===== src/rtl/coprocessor_io_master.sv =====
// Avalon-MM master issuing single-word reads/writes on behalf of the coprocessor.
// One command in flight at a time; every command returns one response, possibly a timeout error.
module coprocessor_io_master #(
    parameter int unsigned ADDR_W  = 15,
    parameter bit          USE_RDV = 1'b1,
    parameter int unsigned TIMEOUT = 255
) (
    input  logic              clk,
    input  logic              reset,

    input  logic              cmd_valid,
    output logic              cmd_ready,
    input  logic              cmd_write,
    input  logic [ADDR_W-1:0] cmd_addr,
    input  logic [31:0]       cmd_wdata,

    output logic              rsp_valid,
    output logic [31:0]       rsp_rdata,
    output logic              rsp_error,

    output logic [ADDR_W+1:0] avm_address,
    output logic              avm_read,
    output logic              avm_write,
    output logic [31:0]       avm_writedata,
    output logic [3:0]        avm_byteenable,
    input  logic              avm_waitrequest,
    input  logic [31:0]       avm_readdata,
    input  logic              avm_readdatavalid
);

    localparam logic [1:0] IDLE      = 2'd0;
    localparam logic [1:0] ACCESS    = 2'd1;
    localparam logic [1:0] WAIT_DATA = 2'd2;
    localparam logic [1:0] RESP      = 2'd3;

    // Abort fires on the edge where the stall count would reach TIMEOUT.
    localparam logic [9:0] TCNT_LAST = 10'(TIMEOUT - 1);

    logic [1:0]        state_q, state_d;
    logic [9:0]        tcnt_q, tcnt_d;
    logic              read_q, read_d;
    logic              write_q, write_d;
    logic [ADDR_W+1:0] addr_q, addr_d;
    logic [31:0]       wdata_q, wdata_d;
    logic              rsp_valid_q, rsp_valid_d;
    logic [31:0]       rsp_rdata_q, rsp_rdata_d;
    logic              rsp_error_q, rsp_error_d;

    always_comb begin
        state_d     = state_q;
        tcnt_d      = tcnt_q;
        read_d      = read_q;
        write_d     = write_q;
        addr_d      = addr_q;
        wdata_d     = wdata_q;
        rsp_valid_d = 1'b0;
        rsp_rdata_d = rsp_rdata_q;
        rsp_error_d = rsp_error_q;

        case (state_q)
            IDLE: begin
                if (cmd_valid) begin
                    state_d     = ACCESS;
                    tcnt_d      = '0;
                    read_d      = !cmd_write;
                    write_d     = cmd_write;
                    addr_d      = {cmd_addr, 2'b00};
                    wdata_d     = cmd_wdata;
                    rsp_rdata_d = '0;
                    rsp_error_d = 1'b0;
                end
            end

            ACCESS: begin
                if (!avm_waitrequest) begin
                    read_d  = 1'b0;
                    write_d = 1'b0;
                    tcnt_d  = '0;
                    if (write_q) begin
                        state_d     = RESP;
                        rsp_valid_d = 1'b1;
                    end else if (!USE_RDV) begin
                        rsp_rdata_d = avm_readdata;
                        state_d     = RESP;
                        rsp_valid_d = 1'b1;
                    end else begin
                        state_d = WAIT_DATA;
                    end
                end else if (tcnt_q == TCNT_LAST) begin
                    read_d      = 1'b0;
                    write_d     = 1'b0;
                    rsp_error_d = 1'b1;
                    rsp_rdata_d = '0;
                    state_d     = RESP;
                    rsp_valid_d = 1'b1;
                end else begin
                    tcnt_d = tcnt_q + 10'd1;
                end
            end

            WAIT_DATA: begin
                // Data arriving on the timeout edge still counts as a completion.
                if (avm_readdatavalid) begin
                    rsp_rdata_d = avm_readdata;
                    state_d     = RESP;
                    rsp_valid_d = 1'b1;
                end else if (tcnt_q == TCNT_LAST) begin
                    rsp_error_d = 1'b1;
                    rsp_rdata_d = '0;
                    state_d     = RESP;
                    rsp_valid_d = 1'b1;
                end else begin
                    tcnt_d = tcnt_q + 10'd1;
                end
            end

            default: begin
                state_d = IDLE;
            end
        endcase
    end

    always_ff @(posedge clk) begin
        if (reset) begin
            state_q     <= IDLE;
            tcnt_q      <= '0;
            read_q      <= 1'b0;
            write_q     <= 1'b0;
            addr_q      <= '0;
            wdata_q     <= '0;
            rsp_valid_q <= 1'b0;
            rsp_rdata_q <= '0;
            rsp_error_q <= 1'b0;
        end else begin
            state_q     <= state_d;
            tcnt_q      <= tcnt_d;
            read_q      <= read_d;
            write_q     <= write_d;
            addr_q      <= addr_d;
            wdata_q     <= wdata_d;
            rsp_valid_q <= rsp_valid_d;
            rsp_rdata_q <= rsp_rdata_d;
            rsp_error_q <= rsp_error_d;
        end
    end

    assign cmd_ready      = (state_q == IDLE) && !reset;
    assign rsp_valid      = rsp_valid_q;
    assign rsp_rdata      = rsp_rdata_q;
    assign rsp_error      = rsp_error_q;
    assign avm_address    = addr_q;
    assign avm_read       = read_q;
    assign avm_write      = write_q;
    assign avm_writedata  = wdata_q;
    assign avm_byteenable = 4'hF;

endmodule


===== config.mk =====
export PLATFORM = sky130hd
export DESIGN_NAME = coprocessor_io_master
export DESIGN_NICKNAME = d
export VERILOG_FILES = /design/src/rtl/coprocessor_io_master.sv
export SDC_FILE = /design/constraint.sdc
export NUM_CORES = 1
export LEC_CHECK = 0
export BUFFER_PORTS_ARGS = -buffer_cell sky130_fd_sc_hd__buf_2
export CAP_MARGIN = 10
export CORE_ASPECT_RATIO = 0.7
export CORE_MARGIN = 5
export CORE_UTILIZATION = 47
export CTS_CLUSTER_SIZE = 28
export DETAILED_ROUTE_END_ITERATION = 7
export PLACE_DENSITY = 0.8
export SYNTH_ARGS = -nofsm -noshare
export SYNTH_HDL_FRONTEND = slang
export SYNTH_SLANG_ARGS = --single-unit

===== constraint.sdc =====
create_clock -name clk -period 2.5 [get_ports clk]
set_input_delay 0.5 -clock clk [delete_from_list [all_inputs] [get_ports clk]]
set_output_delay 0.5 -clock clk [all_outputs]
set_load 0.005 [all_outputs]

==> impl_metrics.yaml <==
grt:
  grt.total_usage_pct: 20.24
  overflow: 0
  grt_pass1_wl_um: 17260
  grt_pass1_vias: 3684
  antenna_found_initial: 0
  grt_max_degree: 48
yosys:
  synthArstFlopShare_pct: 0
  synth_area_leaders: "dfxtp_1, nand2_1, a21oi_1, a32oi_1, ha_1"
  syn_avg_cell_area_um2: 8.266
  synth.ff_latch_count: 95
  yosys.area.top_type: "dfxtp_1"
  yosys_warnings: 0
  synth_top_area_share_pct: 47.93
  synth_edf_count: 0
  syn_area_um2: 3968
  netlist_instances: 480
  synth_cell_type_count: 42
  synthFlopType: "dfxtp_1"
  ys_seq_area_share_pct: 47.93
power_and_ir_drop:
  p_leak_nw: 2.203
  comb_power_share_pct: 19.6
  p_sw_w: 0.001078
  switching_share_pct: 29.47
  p_total_w: 0.003658
  p_int_w: 0.002580
  irDropWorstVdd_uv: 473.0
  powerDensity_nw_per_um2: 717.9
  pwr-share-clk_pct: 34.6
  seqPwrFrac_pct: 45.8
place:
  port-buffer-count: 168
  post-place-ws_ns: 0.3236
  hpwl_um: 7694
  place.gp.congestion: 0.8587
  dp.cells: 724
sta:
  setup_viol: 0
  finalSetupTns_ns: 0
  max_slew_margin_pct: 64.58
  skew_ns: 0.005585
  finalMaxSlewViolations: 0
  final.setup.worst_slack_ns: 0.2338
  max_freq_mhz: 441.3
  finalCritPeriodShare_pct: 90.65
  period_needed_ns: 2.266
  worst_pin_slew_ns: 0.5299
  hold_viol_final: 0
  rsz0062_at_grt: "false"
clock_tree:
  numCtsBuffers: 9
  postCtsHoldBufs: 0
  cts-resized-gates: 0
  cts_sinks: 95
  htree_levels: 3
  tritoncts: "done"
  clockRootBuffer: "clkbuf_16"
  cts_buffer_depth: 2
  clk_latency_ns: 0.34
  post-cts-setup-buffers: 0
  clkTransAtPathRegs_ns: 0.07
hold_path:
  hold_path.class: "in2reg"
  worstHoldStart: "cmd_wdata[30]"
worst_setup_path:
  path_max_fanout: 15
  cp-startpoint: "state_q[0]$_SDFFE_PP0N_"
  cp.required_ns: 2.76
  cp-start-kind: "flip-flop"
  crit_family: "simple AND/OR/NAND/NOR gates"
  crit_type: "reg2reg"
  cp.arrival_ns: 2.53
  cp_cell_sequence: "inv_1 > ha_1 > nand2b_1 > nand3_1 > or4_1 > a21oi_1"
  crit_slowest_cell: "or4_1"
  rr_startpoint: "state_q[0]$_SDFFE_PP0N_"
  crit_path_end_kind: "flip-flop"
  slowest_delay_ns: 0.60
  critPathBufInv: 1
routing:
  num_vias: 3941
  wl_per_cell_um: 14.59
  drt_pass1_iterations: 5
  drt-initial-drc-count: 294
  viasPerCell: 5.326
  drc: 0
  ant_nets: 0
  routed_wl_um: 10800
floorplanning:
  dieArea_um2: 10410
  io_pins: 175
  die-width_um: 119.8
  fp-row-count: 28
  core_um2: 8338
  start_util_pct: 47.58
  die_y_um: 86.87
finish:
  antenna_cells: 0
  final_nets: 722
  area_delta_synth_final_pct: 28.41
  fin_cells: 740
  drive_gt1_share_pct: 31.18
run_status:
  outcome: "completed"
flow_run:
  max_cap_violations: 0
## metal layers
layer  GRT usage [%]  routed length, um  vias up
met5               0                  0        -
met4           5.509                130        0
met3           6.948                940       15
met2           33.71               5142      168
met1           25.31               4584     1780
li1                -                  -     1978
## flip-flops by register name (all words and copies together) (netlist names), 2 cells and up
signal         cells
avm_writedata     32
tcnt_q            10
avm_address       15
rsp_rdata         32
state_q            2
## layout by cell type, fill, tap and decap left out, types with 7 or more instances in the layout
master     count
o21ai_0        8
buf_4          9
buf_2        168
nand2_1      132
a32oi_1       32
a21oi_1       93
inv_1         10
clkbuf_16      9
ha_1           7
dfxtp_1       95
## power by group through the flow
stage	combinational, W	sequential [W]	clock (W)
4_1_cts	0.000718	0.00167	0.00130
3_5_place_dp	0.000714	0.00171	0
2_1_floorplan	0.000427	0.00171	0
6_report	0.000718	0.00167	0.00126
5_1_grt	0.000802	0.00169	0.00135
3_3_place_gp	0.000696	0.00170	0
## final timing paths
kind | slack, ns | depth (start not counted) | to
worst max-delay path | 0.23 | 6 | tcnt_q[3]$_SDFFE_PP0P_
worst min-delay path | 0.39 | 3 | avm_writedata[30]$_SDFFE_PP0P_
worst max register to register | 0.23 | 6 | tcnt_q[3]$_SDFFE_PP0P_
worst min register to register | 0.45 | 2 | avm_address[2]$_SDFFE_PP0P_
## stage by stage
stage	hold slack (ns)	util [%]	cell area, um2
final	0.3942	61.10	5095
after global routing	0.3812	61.10	5095
after CTS	0.3824	61.10	5095
after detailed placement	0.4431	57.77	4817
after global placement	0.4379	57.77	4817
after floorplan	0.4527	-	3983
## worst min-delay path, stage by stage
cell and delay, ns:
buf_2 0.10, nand2_1 0.04, a21oi_1 0.05
## logic make-up (layout without fill, tap and decap cells)
logic type,Yosys count,count (layout),share of synthesized area (%)
multiplexers,1,1,0.2523
AND/OR/NAND/NOR,169,169,18.76
AO/OA/AOI/OAI,153,153,23.72
flip-flops,95,95,47.93
adder cells (fa/ha/maj),7,7,2.207
other,2,6,0.1893
buffers and inverters,53,204,6.938
## cell usage after synthesis (2+ instances only)
| cell type | n |
|---|---|
| or3_1 | 3 |
| buf_2 | 7 |
| or4_1 | 5 |
| a32oi_1 | 32 |
| nand2_1 | 132 |
| dfxtp_1 | 95 |
| o31ai_1 | 5 |
| nor2_1 | 3 |
| and4_1 | 2 |
| nand4b_1 | 2 |
| buf_8 | 3 |
| buf_4 | 7 |
| clkbuf_1 | 22 |
| conb_1 | 2 |
| nand2b_1 | 3 |
| o2111ai_1 | 2 |
| ha_1 | 7 |
| buf_1 | 3 |
| a21oi_1 | 94 |
| a31oi_1 | 3 |
| nor3_1 | 4 |
| nor2b_1 | 3 |
| nand3_1 | 5 |
| a22o_1 | 2 |
| inv_1 | 10 |
| o21ai_0 | 8 |
## cell type report
| class | count | area (um2) |
|---|---|---|
| clock buffer | 12 | 246.5 |
| clock inverter | 4 | 31.28 |
| fill | 737 | 3243 |
| inverter | 10 | 37.54 |
| multi-input combinational | 336 | 1818 |
| sequential | 95 | 1902 |
| tap | 105 | 131.4 |
| timing repair buffer | 178 | 928.4 |
(Power assumes the default switching activity.)
